===== config.mk =====
export PLATFORM = sky130hd
export DESIGN_NAME = pipe_deco_exe_hs
export DESIGN_NICKNAME = d
export VERILOG_FILES = /design/src/rtl/pipe_deco_exe_hs.sv
export SDC_FILE = /design/constraint.sdc
export NUM_CORES = 1
export LEC_CHECK = 0
export ABC_AREA = 1
export BUFFER_PORTS_ARGS = -buffer_cell sky130_fd_sc_hd__clkbuf_2
export CORE_ASPECT_RATIO = 0.8
export CORE_MARGIN = 2
export CORE_UTILIZATION = 49
export CTS_BUF_LIST = sky130_fd_sc_hd__clkbuf_8 sky130_fd_sc_hd__clkbuf_16
export CTS_CLUSTER_SIZE = 16
export DETAILED_ROUTE_END_ITERATION = 6
export PLACE_DENSITY = 0.76
export SYNTH_ARGS = -nofsm -noshare
export SYNTH_HDL_FRONTEND = slang
export SYNTH_SLANG_ARGS = --single-unit

===== constraint.sdc =====
create_clock -name clk -period 7.01 [get_ports clk]
set_input_delay 0.701 -clock clk [delete_from_list [all_inputs] [get_ports clk]]
set_output_delay 0.701 -clock clk [all_outputs]
set_load 0.1 [all_outputs]

===== src/rtl/pipe_deco_exe_hs.sv =====
// Decode-to-execute pipeline register with a valid/ready handshake and a one-entry skid buffer.
// Optional stall/flush statistics counters are enabled by defining PIPE_DE_STATS_EN.
module pipe_deco_exe_hs #(
    parameter int BITS   = 32,
    parameter int ADDR_W = 4,
    parameter int CTRL_W = 8
) (
    input  logic              clk,
    input  logic              rst,
    input  logic              flush,
    input  logic              in_valid,
    output logic              in_ready,
    input  logic [BITS-1:0]   immExtD,
    input  logic [BITS-1:0]   RD1D,
    input  logic [BITS-1:0]   RD2D,
    input  logic [ADDR_W-1:0] WA3D,
    input  logic [CTRL_W-1:0] ctrlD,
    output logic              out_valid,
    input  logic              out_ready,
    output logic [BITS-1:0]   immExtE,
    output logic [BITS-1:0]   RD1E,
    output logic [BITS-1:0]   RD2E,
    output logic [ADDR_W-1:0] WA3E,
    output logic [CTRL_W-1:0] ctrlE
`ifdef PIPE_DE_STATS_EN
    ,
    output logic [15:0]       stall_cnt,
    output logic [15:0]       flush_cnt
`endif
);

    localparam int PW = 3 * BITS + ADDR_W + CTRL_W;

    localparam logic [1:0] EMPTY = 2'd0;
    localparam logic [1:0] ONE   = 2'd1;
    localparam logic [1:0] TWO   = 2'd2;

    logic [1:0]    state;
    logic [1:0]    next_state;
    logic [PW-1:0] main_q;
    logic [PW-1:0] skid_q;
    logic [PW-1:0] d_word;
    logic          in_fire;
    logic          out_fire;
    logic          load_main_d;
    logic          load_main_skid;
    logic          load_skid;

    assign d_word    = {immExtD, RD1D, RD2D, WA3D, ctrlD};
    assign out_valid = (state != EMPTY);
    assign in_fire   = in_valid & in_ready;
    assign out_fire  = out_valid & out_ready;

    assign {immExtE, RD1E, RD2E, WA3E, ctrlE} = main_q;

    always_comb begin
        next_state     = state;
        load_main_d    = 1'b0;
        load_main_skid = 1'b0;
        load_skid      = 1'b0;
        case (state)
            EMPTY: begin
                if (in_fire) begin
                    load_main_d = 1'b1;
                    next_state  = ONE;
                end
            end
            ONE: begin
                if (in_fire && out_fire) begin
                    load_main_d = 1'b1;
                end else if (in_fire) begin
                    load_skid  = 1'b1;
                    next_state = TWO;
                end else if (out_fire) begin
                    next_state = EMPTY;
                end
            end
            TWO: begin
                if (out_fire) begin
                    load_main_skid = 1'b1;
                    next_state     = ONE;
                end
            end
            default: next_state = EMPTY;
        endcase
        // Flush overrides every handshake outcome computed above.
        if (flush) begin
            next_state = EMPTY;
        end
    end

    // in_ready is registered from next_state so out_ready never reaches it combinationally.
    always_ff @(posedge clk or posedge rst) begin
        if (rst) begin
            state    <= EMPTY;
            in_ready <= 1'b1;
            main_q   <= '0;
            skid_q   <= '0;
        end else if (flush) begin
            state    <= EMPTY;
            in_ready <= 1'b1;
            main_q   <= '0;
            skid_q   <= '0;
        end else begin
            state    <= next_state;
            in_ready <= (next_state != TWO);
            if (load_main_d) begin
                main_q <= d_word;
            end else if (load_main_skid) begin
                main_q <= skid_q;
            end
            if (load_skid) begin
                skid_q <= d_word;
            end
        end
    end

`ifdef PIPE_DE_STATS_EN
    // Saturating counters; only reset clears them, flush deliberately leaves them alone.
    always_ff @(posedge clk or posedge rst) begin
        if (rst) begin
            stall_cnt <= 16'd0;
            flush_cnt <= 16'd0;
        end else begin
            if (out_valid && !out_ready && (stall_cnt != 16'hFFFF)) begin
                stall_cnt <= stall_cnt + 16'd1;
            end
            if (flush && (state != EMPTY) && (flush_cnt != 16'hFFFF)) begin
                flush_cnt <= flush_cnt + 16'd1;
            end
        end
    end
`endif

endmodule

==> impl_results.rst, run 1 <==
.. list-table::
   :header-rows: 1

   * - Metric
     - Value
   * - Synth top cells by count
     - 761 x sky130_fd_sc_hd__nand2_1, 218 x sky130_fd_sc_hd__dfrtp_1, 218 x sky130_fd_sc_hd__nand3_1
   * - Detailed-router iteration count before antenna repair
     - 5
   * - Maximum clock rate
     - roughly 260 MHz
   * - Core area
     - between 15000 and 20000 sq um
   * - Count of antenna-violating nets left after detailed routing
     - 0
   * - Arrival time worst endpoint
     - between 4 and 5 ns
   * - Nets in the synthesized netlist
     - ~1400
   * - Quantity of gates resized following cts
     - 0
   * - Final Slew Violations
     - 0
   * - Starting utilization of the core area
     - 0.500
   * - Worst clock skew
     - around 0.0084 ns
   * - Floorplan die height
     - 131 microns
   * - Period utilization
     - 0.548
   * - Number of nets in the layout
     - ~1600
   * - Transition time of the tightest slew-check pin
     - 1.30 ns
   * - Total vias in the final route
     - 9188
   * - Largest net degree at the start of global routing
     - 110
   * - Count of unique library cells instantiated by Yosys
     - 15
   * - Cells along the critical path
     - nand2_1 -> nor2_4 -> buf_4 -> nand2_4 -> buf_4 -> a21oi_4 -> buf_4 -> nand2_1 -> nand2_1
   * - CTS Buffer Depth
     - 3
   * - Total leakage power
     - roughly 7.2 nW
   * - # hold bufs at CTS
     - 0
   * - Final weighted congestion in routability-driven placement
     - between 0.7 and 0.8
   * - Maximum capacitance violations
     - 0
   * - Number of I/O port buffers
     - 222
   * - CTS tree
     - done
   * - Worst setup path class
     - reg2reg
   * - Synth warn
     - 0
   * - Cell type with the largest total area after synthesis
     - sky130_fd_sc_hd__dfrtp_1
   * - PwrDens
     - 255 nW/um^2
   * - Area share of the largest cell type after synthesis
     - 0.549
   * - Minimum clock period after layout
     - 3.84 ns
   * - Summed instance area of the synthesized netlist
     - roughly 9900 sq um
   * - Min-Delay Path Class
     - in2async
   * - Primary FF master, synth
     - sky130_fd_sc_hd__dfrtp_1
   * - Synth-to-Final Area Change
     - 19.0%
   * - Number of placed I/O pins
     - around 220
   * - Number of vias per cell after detailed routing
     - roughly 5.2
   * - Number of enable-type register cells in the synthesized netlist
     - 0
   * - Average wire length per cell after detail routing
     - 15.2 microns
   * - Register area
     - approximately 5500 sq um
   * - Fraction of final layout cells sized beyond drive strength 1
     - 0.186
   * - Number of cells after detailed placement
     - ~1700
   * - Launch point of the worst path
     - in_ready
   * - Iteration-0 DRC Markers
     - 905
   * - Critical path required time
     - about 7.5 ns
   * - Final Hold Vio Count
     - 0
   * - Horizontal die dimension
     - 163 microns
   * - Peak per-stage delay on the critical path
     - between 0.7 and 0.8 ns
   * - Cell at the root of the clock tree
     - sky130_fd_sc_hd__clkbuf_16
   * - Initial antenna violation count
     - 0
   * - Remaining design rule violation count
     - 0
   * - GRT overflow
     - 0
   * - Row count
     - 46
   * - Startpoint of the most critical register-to-register path
     - in_ready
   * - Post-DP HPWL
     - between 15000 and 20000 microns
   * - Crit path launch type
     - register
   * - Clock input transition at the sequential cells of the worst setup and hold paths
     - approximately 0.06 ns
   * - Final cell count without fillers
     - ~1800
   * - Library cell contributing the largest single delay on the critical path
     - sky130_fd_sc_hd__buf_4
   * - Post-CTS setup buffers
     - 0
   * - Layout filler cell count
     - ~1900
   * - Die area
     - approximately 21000 sq um
   * - Final wirelength
     - 26700 microns
   * - Setup repair after global routing missed its margin
     - no
   * - Most frequent cell after synthesis
     - sky130_fd_sc_hd__nand2_1
   * - Number of synthesized register bits
     - ~220
   * - Total global-route track usage
     - 0.251
   * - Fraction of the yosys area taken by sequential cells
     - 0.552
   * - Setup-violating endpoint count in the final report
     - 0
   * - Number of buffers created by CTS
     - 23
   * - Area contributors post-synth
     - sky130_fd_sc_hd__dfrtp_1 55%, sky130_fd_sc_hd__nand2_1 29%, sky130_fd_sc_hd__nand3_1 11%
   * - Maximum fanout encountered on the critical timing path
     - roughly 110
   * - Worst slew margin relative to its limit
     - 0.133
   * - Largest voltage drop on the vdd net
     - 0.144 mV
   * - CTS Sinks
     - about 220
   * - Cell count after synthesis
     - 1311
   * - Number of H-tree levels
     - 1
   * - Proportion of register bits with asynchronous set or reset after synthesis
     - 1.00
   * - Status
     - complete, no violations
   * - Number of global-route vias before repair
     - 8928
   * - Diode count
     - 0
   * - Crit. End Element
     - register
   * - Clock latency reported for the late side of the worst-skew pair
     - approximately 0.5 ns
   * - Post-route setup TNS
     - 0 ns
   * - First-pass GRT wire length
     - 44600 microns
   * - Average footprint of a synthesized cell
     - between 7 and 8 sq um
   * - Total area of multi-input combinational cells
     - between 4000 and 5000 sq um
## cell usage in the layout (no fill, tap or decap)
master	count
sky130_fd_sc_hd__inv_6	1
sky130_fd_sc_hd__dfrtp_1	218
sky130_fd_sc_hd__nand2_1	759
sky130_fd_sc_hd__inv_8	1
sky130_fd_sc_hd__nand3_1	218
sky130_fd_sc_hd__a21oi_4	2
sky130_fd_sc_hd__a21oi_1	3
sky130_fd_sc_hd__nand2_4	3
sky130_fd_sc_hd__o211ai_1	1
sky130_fd_sc_hd__buf_4	11
sky130_fd_sc_hd__inv_1	12
sky130_fd_sc_hd__dfstp_2	1
sky130_fd_sc_hd__clkinv_2	5
sky130_fd_sc_hd__clkbuf_16	23
sky130_fd_sc_hd__clkbuf_2	222
sky130_fd_sc_hd__clkbuf_8	6
sky130_fd_sc_hd__nor2_4	2
sky130_fd_sc_hd__nor2_1	4
## layer usage
| layer | GRT usage | vias up | routed length [microns] |
|---|---|---|---|
| met5 | 0 | - | 0 |
| met4 | 0.0728 | 0 | 791 |
| met3 | 0.0549 | 53 | 2120 |
| met2 | 0.383 | 354 | 12000 |
| met1 | 0.361 | 4346 | 11800 |
| li1 | - | 4435 | - |
## per-stage QoR
step / power [W] / setup slack (ns) / cell area (sq um) / utilization / hold WS [ns]
floorplan: 0.00175 / 0.318 / 9930 / - / 0.476
finish: 0.00301 / 3.17 / 11800 / 0.595 / 0.317
global placement: 0.00188 / 3.07 / 11100 / 0.560 / 0.461
CTS: 0.00304 / 3.26 / 11800 / 0.595 / 0.340
global route: 0.00312 / 2.97 / 11800 / 0.595 / 0.360
detailed placement: 0.00188 / 3.00 / 11100 / 0.560 / 0.464
## logic make-up after synthesis
kind of cell | Yosys count | synth area share
and+or+nand+nor | 986 | 0.401
DFF | 219 | 0.552
buffers and inverters | 100 | 0.0417
AOI/OAI and AO/OA | 6 | 0.00554
## final cells by class
type,count,area share
clock buffers,29,0.0557
multi-input cells,992,0.344
inverters,8,0.00328
well taps,264,0.0279
flip-flops and latches,219,0.464
repair buffers,233,0.101
clock inverters,11,0.00434
## final timing paths
check / slack [ns] / end / depth (start not counted)
setup / recovery: 3.17 / main_q[5] / 9
hold / removal: 0.32 / main_q[40] / 2
setup reg to reg: 3.17 / main_q[5] / 9
hold reg to reg: 0.48 / main_q[72] / 2
max in group asynchronous: 5.37 / skid_q[2] / 3
min in group clk: 0.40 / skid_q[40] / 3
## flip-flops by register name (all words and copies together), names as in the netlist
| register | count |
|---|---|
| main_q | 108 |
| skid_q | 108 |
| state | 2 |
| in_ready | 1 |
## report_power, final
group	internal (W)	switching [W]	total (W)
clock network	0.000658	0.000496	0.00115
registers	0.00131	0.0000275	0.00134
logic	0.0000942	0.000425	0.000519
## worst max-delay path: cells and delay by family, from the launching register on
kind / cells / cell delay [ns]
buf+inv: 3 / 1.82
compound gates: 1 / 0.64
flops: 1 / 0.55
simple gates: 5 / 0.49
Power figures use the tool's default switching activity.
==> run 2, diff against run 1 <==
--- a/config.mk
+++ b/config.mk
@@ -5,15 +5,15 @@
 export SDC_FILE = /design/constraint.sdc
 export NUM_CORES = 1
 export LEC_CHECK = 0
-export ABC_AREA = 1
+export ABC_AREA = 0
 export BUFFER_PORTS_ARGS = -buffer_cell sky130_fd_sc_hd__clkbuf_2
 export CORE_ASPECT_RATIO = 0.8
 export CORE_MARGIN = 2
-export CORE_UTILIZATION = 49
+export CORE_UTILIZATION = 53
 export CTS_BUF_LIST = sky130_fd_sc_hd__clkbuf_8 sky130_fd_sc_hd__clkbuf_16
 export CTS_CLUSTER_SIZE = 16
 export DETAILED_ROUTE_END_ITERATION = 6
-export PLACE_DENSITY = 0.76
+export PLACE_DENSITY = 0.8
 export SYNTH_ARGS = -nofsm -noshare
 export SYNTH_HDL_FRONTEND = slang
 export SYNTH_SLANG_ARGS = --single-unit
==> constraint.sdc (replaced) <==
create_clock -name clk -period 3.6 [get_ports clk]
set_input_delay 0.36 -clock clk [delete_from_list [all_inputs] [get_ports clk]]
set_output_delay 0.36 -clock clk [all_outputs]
set_load 0.1 [all_outputs]
==> run 2 against run 1 <==
Compared with the run above: power up 110%; combinational power up 140%; register-to-register slack worse by 1.8 ns; via count down 29%; fmax up 68%; sequential power up 98%; worst hold slack worse by 0.30 ns; critical path depth down 4; first-iteration DRC count down 49%; clock skew down 0.0021 ns; critical endpoint is now main_q[56].
==> impl_results.rst, run 2 <==
.. list-table::
   :header-rows: 1

   * - Metric
     - Value
   * - Arrival time worst endpoint
     - 2.67 ns (-1.61 ns)
   * - Proportion of register bits with asynchronous set or reset after synthesis
     - 1.00 (unchanged)
   * - Remaining design rule violation count
     - 0 (unchanged)
   * - Setup-violating endpoint count in the final report
     - 0 (unchanged)
   * - Floorplan die height
     - 120 microns (-9.0%)
   * - Average footprint of a synthesized cell
     - 12.1 sq um (+60%)
   * - Most common cell after layout, fill and taps aside
     - sky130_fd_sc_hd__clkbuf_2
   * - Transition time of the tightest slew-check pin
     - 0.653 ns (-0.644 ns)
   * - Post-DP HPWL
     - 13000 microns (-18%)
   * - Number of cell instances on the worst register-to-register path
     - 5 (-4)
   * - Cell count after synthesis
     - 730 (-44%)
   * - Most frequent cell after synthesis
     - sky130_fd_sc_hd__dfrtp_1
   * - Startpoint of the most critical register-to-register path
     - in_ready
   * - Final wirelength
     - 21500 microns (-19%)
   * - Final weighted congestion in routability-driven placement
     - 0.771 (-1.9%)
   * - Maximum clock rate
     - 439 MHz (+68%)
   * - Area share of the largest cell type after synthesis
     - 0.617 (+0.0674)
   * - CTS Sinks
     - 219 (unchanged)
   * - Commonest non-fill, non-tap cells in the layout
     - 222 x sky130_fd_sc_hd__clkbuf_2, 218 x sky130_fd_sc_hd__dfrtp_1, 110 x sky130_fd_sc_hd__nand2_1, 109 x sky130_fd_sc_hd__mux2i_1, 108 x sky130_fd_sc_hd__a22o_1
   * - Count of unique library cells instantiated by Yosys
     - 25 (+10)
   * - Total vias in the final route
     - 6536 (-29%)
   * - CTS tree
     - done
   * - GRT overflow
     - 0 (unchanged)
   * - Final Hold Vio Count
     - 0 (unchanged)
   * - Horizontal die dimension
     - 148 microns (-9.0%)
   * - Final Slew Violations
     - 0 (unchanged)
   * - Number of buffers created by CTS
     - 22 (-4.3%)
   * - Worst setup path class
     - reg2reg
   * - Maximum fanout encountered on the critical timing path
     - 51 (-53%)
   * - Worst slew margin relative to its limit
     - 0.565 (+0.431)
   * - Crit path launch type
     - register
   * - Final cell count without fillers
     - 1163 (-34%)
   * - Synth warn
     - 0 (unchanged)
   * - Period utilization
     - 0.633 (+0.0853)
   * - Min-Delay Path Class
     - in2async
   * - Total global-route track usage
     - 0.250 (-0.00132)
   * - Worst clock skew
     - 0.00625 ns (-0.00212 ns)
   * - Number of global-route vias before repair
     - 6862 (-23%)
   * - Nets in the synthesized netlist
     - 843 (-41%)
   * - Quantity of gates resized following cts
     - 0 (unchanged)
   * - Total Power
     - 0.00635 W (+110%)
   * - Cell at the root of the clock tree
     - sky130_fd_sc_hd__clkbuf_16
   * - CTS Buffer Depth
     - 3 (unchanged)
   * - Maximum capacitance violations
     - 0 (unchanged)
   * - PwrDens
     - 580 nW/um^2 (+130%)
   * - Largest voltage drop on the vdd net
     - 0.357 mV (+150%)
   * - Cell type with the largest total area after synthesis
     - sky130_fd_sc_hd__dfrtp_1
   * - Synth top cells by count
     - 218 x sky130_fd_sc_hd__dfrtp_1, 110 x sky130_fd_sc_hd__nand2_1, 109 x sky130_fd_sc_hd__mux2i_1
   * - Row count
     - 42 (-8.7%)
   * - Number of placed I/O pins
     - 223 (unchanged)
   * - Post-route setup TNS
     - 0 ns (unchanged)
   * - Minimum clock period after layout
     - 2.28 ns (-1.56 ns)
   * - Total leakage power
     - 5.59 nW (-22%)
   * - Number of synthesized register bits
     - 219 (unchanged)
   * - Summed instance area of the synthesized netlist
     - 8840 sq um (-11%)
   * - Die area
     - 17700 sq um (-17%)
   * - Iteration-0 DRC Markers
     - 461 (-49%)
   * - Number of enable-type register cells in the synthesized netlist
     - 0 (unchanged)
   * - First-pass GRT wire length
     - 35900 microns (-20%)
   * - Primary FF master, synth
     - sky130_fd_sc_hd__dfrtp_1
   * - Number of vias per cell after detailed routing
     - 5.62 (+7.4%)
   * - Core area
     - 16400 sq um (-17%)
   * - Status
     - complete, no violations
   * - Diode count
     - 0 (unchanged)
   * - Fraction of the core area covered by cells at the end of the flow
     - 0.665 (+0.0698)
   * - Launch point of the worst path
     - in_ready
   * - Area contributors post-synth
     - sky130_fd_sc_hd__dfrtp_1 62%, sky130_fd_sc_hd__mux2i_1 12%, sky130_fd_sc_hd__a22o_1 11%
   * - Clock input transition at the sequential cells of the worst setup and hold paths
     - 0.07 ns (about the same)
   * - Fraction of the yosys area taken by sequential cells
     - 0.620 (+0.0677)
   * - Number of H-tree levels
     - 1 (unchanged)
   * - Crit. End Element
     - register
   * - Critical path required time
     - 3.99 ns (-3.46 ns)
   * - Fraction of final layout cells sized beyond drive strength 1
     - 0.294 (+0.108)
   * - Initial antenna violation count
     - 1 (+1)
   * - Post-CTS setup buffers
     - 0 (unchanged)
   * - Final hold slack
     - 0.0135 ns (-0.304 ns)
   * - Number of nets in the layout
     - 1040 (-35%)
   * - Number of cells after detailed placement
     - 1123 (-35%)
   * - Largest regs
     - main_q: 108 flops, skid_q: 108 flops, state: 2 flops
   * - Detailed-router iteration count before antenna repair
     - 5 (unchanged)
   * - Starting utilization of the core area
     - 0.538 (+0.0377)
   * - Count of antenna-violating nets left after detailed routing
     - 0 (unchanged)
   * - Average wire length per cell after detail routing
     - 18.5 microns (+22%)
   * - Largest net degree at the start of global routing
     - 124 (+13%)
   * - Clock latency reported for the late side of the worst-skew pair
     - 0.50 ns (about the same)
   * - Setup repair after global routing missed its margin
     - no
   * - # hold bufs at CTS
     - 0 (unchanged)
   * - Number of I/O port buffers
     - 222 (unchanged)
   * - Synth-to-Final Area Change
     - 23.7%
-- run 2: cell count changes after synthesis, sizes merged, moves of 5 or more --
cell and delta:
nand3 -217, a22o +108, nor2 -6, o21ai +108, clkbuf -12, mux2i +109
buf -21, inv -5, nand2 -652
-- run 2: through the flow --
| step | cell area [sq um] | worst slack, ns |
|---|---|---|
| floorplan | 8850 | 0.387 |
| global placement | 10200 | 1.46 |
| detailed placement | 10200 | 1.35 |
| CTS | 10900 | 1.33 |
| global route | 10900 | 1.19 |
| finish | 10900 | 1.32 |
-- run 2: final cells by class --
cell class	count	area, sq um
Tap cell	220	275
Fill cell	1273	5510
Multi-Input combinational cell	449	3130
Clock buffer	28	644
Inverter	3	15.0
Sequential cell	219	5480
Clock inverter	12	135
Timing Repair Buffer	232	1260
-- run 2: routing by layer --
layer | GRT usage | vias up | routed length, microns
li1 | - | 3014 | -
met1 | 0.375 | 3248 | 9930
met2 | 0.364 | 232 | 9370
met3 | 0.0673 | 40 | 1720
met4 | 0.0643 | 2 | 496
met5 | 0 | - | 12
-- run 2: path summary, 6_finish.rpt --
| check | slack [ns] | end |
|---|---|---|
| min in group clk | 0.10 | skid_q[77] |
| min reg2reg | 0.48 | main_q[87] |
| max in group asynchronous | 3.04 | skid_q[32] |
| max | 1.32 | main_q[56] |
| max reg2reg | 1.32 | main_q[56] |
| min | 0.01 | main_q[17] |
-- run 2: cells by family (layout without fill, tap and decap cells) --
group / after synthesis / in the layout / synth area share
and+or+nand+nor: 120 / 120 / 0.0545
muxes: 109 / 109 / 0.123
DFF: 219 / 219 / 0.620
buffers and inverters: 62 / 275 / 0.0291
AOI/OAI and AO/OA: 220 / 220 / 0.173
-- run 2: worst max-delay path, stage by stage, from the launching register on --
cell,delay [ns]
sky130_fd_sc_hd__dfstp_2,0.56
sky130_fd_sc_hd__nor4bb_1,0.59
sky130_fd_sc_hd__a2111oi_4,0.13
sky130_fd_sc_hd__or2_2,0.32
sky130_fd_sc_hd__buf_4,0.28
sky130_fd_sc_hd__o21ai_0,0.28
-- run 2: power breakdown --
part           internal [W]  total [W]  switching (W)
Clock               0.00148    0.00243       0.000953
Combinational      0.000250    0.00126        0.00101
Sequential          0.00258    0.00265      0.0000715
Total               0.00431    0.00635        0.00204
==> run 3, diff against run 2 <==
==> constraint.sdc (replaced) <==
create_clock -name clk -period 2.2 [get_ports clk]
set_input_delay 0.22 -clock clk [delete_from_list [all_inputs] [get_ports clk]]
set_output_delay 0.22 -clock clk [all_outputs]
set_load 0.1 [all_outputs]
==> run 3 against run 2 <==
Compared with the run above: global-route usage grew 2.6 points; largest power group unchanged; register-to-register slack got worse by 1.2 ns; final cell count rose by 10%; clock power rose by 42%; via count increased by 12%; flip-flop and latch count did not move; first-iteration DRC count shrank 1.7%; combinational power up 83%; core utilization is 7.0 points higher; worst setup slack lost 1.2 ns; fmax is 8.4% higher.
==> impl_results.rst, run 3 (same netlist as run 2, synthesis figures left out) <==
.. list-table::
   :header-rows: 1

   * - Metric
     - Value
   * - First-pass GRT wire length
     - 39200 microns (+9.2%)
   * - Worst reg2reg setup slack
     - 0.1 ns (-1.22 ns)
   * - GRT overflow
     - 0 (unchanged)
   * - Origin of the worst min-delay path
     - out_ready
   * - Arrival time worst endpoint
     - 2.46 ns (-0.21 ns)
   * - Largest voltage drop on the vdd net
     - 0.642 mV (+80%)
   * - Fraction of final layout cells sized beyond drive strength 1
     - 0.269 (-0.0249)
   * - Number of global-route vias before repair
     - 7756 (+13%)
   * - Largest regs
     - main_q: 108 flops, skid_q: 108 flops, state: 2 flops
   * - Maximum clock rate
     - 476 MHz (+8.4%)
   * - Bufs and invs on worst path
     - 1 (unchanged)
   * - Min-Delay Path Class
     - in2reg
   * - Final weighted congestion in routability-driven placement
     - 0.753 (-2.4%)
   * - Diode count
     - 0 (unchanged)
   * - R2R Path End
     - main_q[74]
   * - Non-Filler Cell Area, Final
     - 12100 sq um (+11%)
   * - PwrDens
     - 836 nW/um^2 (+44%)
   * - Startpoint of the most critical register-to-register path
     - in_ready
   * - Remaining design rule violation count
     - 0 (unchanged)
   * - Number of H-tree levels
     - 1 (unchanged)
   * - CTS tree
     - done
   * - Floorplan die height
     - 120 microns (unchanged)
   * - Final Slew Violations
     - 0 (unchanged)
   * - Starting utilization of the core area
     - 0.538 (unchanged)
   * - Final cell count without fillers
     - 1280 (+10%)
   * - Core area
     - 16400 sq um (unchanged)
   * - Period utilization
     - 0.956 (+0.323)
   * - Number of buffers created by CTS
     - 21 (-4.5%)
   * - Number of cell instances on the worst register-to-register path
     - 5 (unchanged)
   * - Detailed-router iteration count before antenna repair
     - 5 (unchanged)
   * - Minimum clock period after layout
     - 2.10 ns (-0.176 ns)
   * - Hold Path Cell Cnt
     - 2
   * - Number of placed I/O pins
     - 223 (unchanged)
   * - Status
     - complete, no violations
   * - Die area
     - 17700 sq um (unchanged)
   * - Worst slew margin relative to its limit
     - 0.617 (+0.0527)
   * - Maximum fanout encountered on the critical timing path
     - 54 (+5.9%)
   * - Commonest non-fill, non-tap cells in the layout
     - 222 x sky130_fd_sc_hd__clkbuf_2, 218 x sky130_fd_sc_hd__dfrtp_1, 110 x sky130_fd_sc_hd__nand2_1, 109 x sky130_fd_sc_hd__mux2i_1, 109 x sky130_fd_sc_hd__dlygate4sd3_1
   * - Row count
     - 42 (unchanged)
   * - Total leakage power
     - 6.07 nW (+8.7%)
   * - Average wire length per cell after detail routing
     - 19.4 microns (+4.6%)
   * - Synth-to-Final Area Change
     - 36.7%
   * - Peak per-stage delay on the critical path
     - 0.49 ns (-0.10 ns)
   * - Count of antenna-violating nets left after detailed routing
     - 0 (unchanged)
   * - Number of cells after detailed placement
     - 1132 (+0.80%)
   * - Number of I/O port buffers
     - 222 (unchanged)
   * - Total global-route track usage
     - 0.275 (+0.0256)
   * - Worst clock skew
     - 0.00901 ns (+0.00276 ns)
   * - Transition time of the tightest slew-check pin
     - 0.576 ns (-0.0766 ns)
   * - Family with the most delay on the worst path
     - compound AO/OA/AOI/OAI gates
   * - Final wirelength
     - 24800 microns (+15%)
   * - Crit. End Element
     - register
   * - Clock latency reported for the late side of the worst-skew pair
     - 0.49 ns (about the same)
   * - Post-DP HPWL
     - 13200 microns (+0.92%)
   * - Setup-violating endpoint count in the final report
     - 0 (unchanged)
   * - Terminating pin of the worst hold path
     - in_ready
   * - Clock input transition at the sequential cells of the worst setup and hold paths
     - 0.06 ns (about the same)
   * - Total number of cells along the worst setup path
     - 5 (unchanged)
   * - Maximum capacitance violations
     - 0 (unchanged)
   * - Final Hold Vio Count
     - 0 (unchanged)
   * - Total Power
     - 0.0101 W (+59%)
   * - Placed standard-cell area
     - 10300 sq um (+1.3%)
   * - Largest net degree at the start of global routing
     - 109 (-12%)
   * - Critical path required time
     - 2.56 ns (-1.43 ns)
   * - Layout filler cell count
     - 1041 (-18%)
   * - Crit path launch type
     - register
   * - Fraction of the core area covered by cells at the end of the flow
     - 0.735 (+0.0701)
   * - Number of vias per cell after detailed routing
     - 5.71 (+1.6%)
   * - CTS Sinks
     - 219 (unchanged)
   * - Number of nets in the layout
     - 1159 (+11%)
   * - Most common cell after layout, fill and taps aside
     - sky130_fd_sc_hd__clkbuf_2
   * - Iteration-0 DRC Markers
     - 453 (-1.7%)
   * - Cells along the critical path
     - and3b_1 -> a2111oi_4 -> or2_2 -> clkbuf_16 -> o21ai_0
   * - Horizontal die dimension
     - 148 microns (unchanged)
   * - Total vias in the final route
     - 7311 (+12%)
   * - Worst setup path class
     - reg2reg
   * - CTS Buffer Depth
     - 3 (unchanged)
   * - Cell at the root of the clock tree
     - sky130_fd_sc_hd__clkbuf_16
   * - Initial antenna violation count
     - 0 (-1)
   * - Library cell contributing the largest single delay on the critical path
     - sky130_fd_sc_hd__a2111oi_4
==> run 3: cell types whose count changed in the layout (fill, tap and decap cells not counted), sizes merged <==
cell	before	now
clkbuf	250	248
clkinv	5	6
buf	10	19
dlygate4sd3	0	109
bufinv	3	1
clkinvlp	1	3
==> run 3: routing by layer <==
| metal | global-route usage | vias to the layer above | part of all wire | wire, microns |
|---|---|---|---|---|
| li1 | - | 3257 | - | - |
| met1 | 0.366 | 3655 | 0.42 | 10500 |
| met2 | 0.446 | 324 | 0.47 | 11700 |
| met3 | 0.0608 | 75 | 0.070 | 1720 |
| met4 | 0.108 | 0 | 0.036 | 899 |
| met5 | 0 | - | 0 | 0 |
==> run 3: area by class of cell <==
| cell class | instances | area (sq um) | area share |
|---|---|---|---|
| multi-input combinational | 449 | 3140 | 0.260 |
| inverter | 3 | 15.0 | 0.00124 |
| tap | 220 | 275 | 0.0228 |
| clock buffer | 24 | 567 | 0.0469 |
| sequential | 219 | 5490 | 0.454 |
| timing repair buffer | 352 | 2520 | 0.208 |
| clock inverter | 13 | 90.1 | 0.00745 |
==> run 3: how the worst max path moves through the flow <==
stage                     startpoint    endpoint
after floorplan                  rst   main_q[0]
after global placement      in_ready  main_q[32]
after detailed placement    in_ready  main_q[97]
after CTS                   in_ready  main_q[97]
after global routing        in_ready  main_q[39]
final                       in_ready  main_q[74]
==> run 3: what timing repair did <==
item | CTS | global route
setup buffers | 0 | 0
hold endpoints to repair | 121 | 0
setup endpoints to repair | 0 | 71
hold buffers | 109 | 0
resized for setup | 0 | 3
==> run 3: where the power goes <==
group | switching [W] | total, W | internal, W
clock | 0.00150 | 0.00346 | 0.00196
combinational | 0.00173 | 0.00231 | 0.000576
sequential | 0.000121 | 0.00434 | 0.00422
==> run 3: through the flow <==
stage | setup TNS (ns) | worst slack, ns | hold WS [ns]
floorplan | -190.51 | -0.873 | 0.353
global placement | 0 | 0.156 | 0.246
detailed placement | 0 | 0.0708 | 0.248
CTS | 0 | 0.0664 | 0.0501
global route | -0.145 | -0.0138 | 0.0741
finish | 0 | 0.0973 | 0.0687
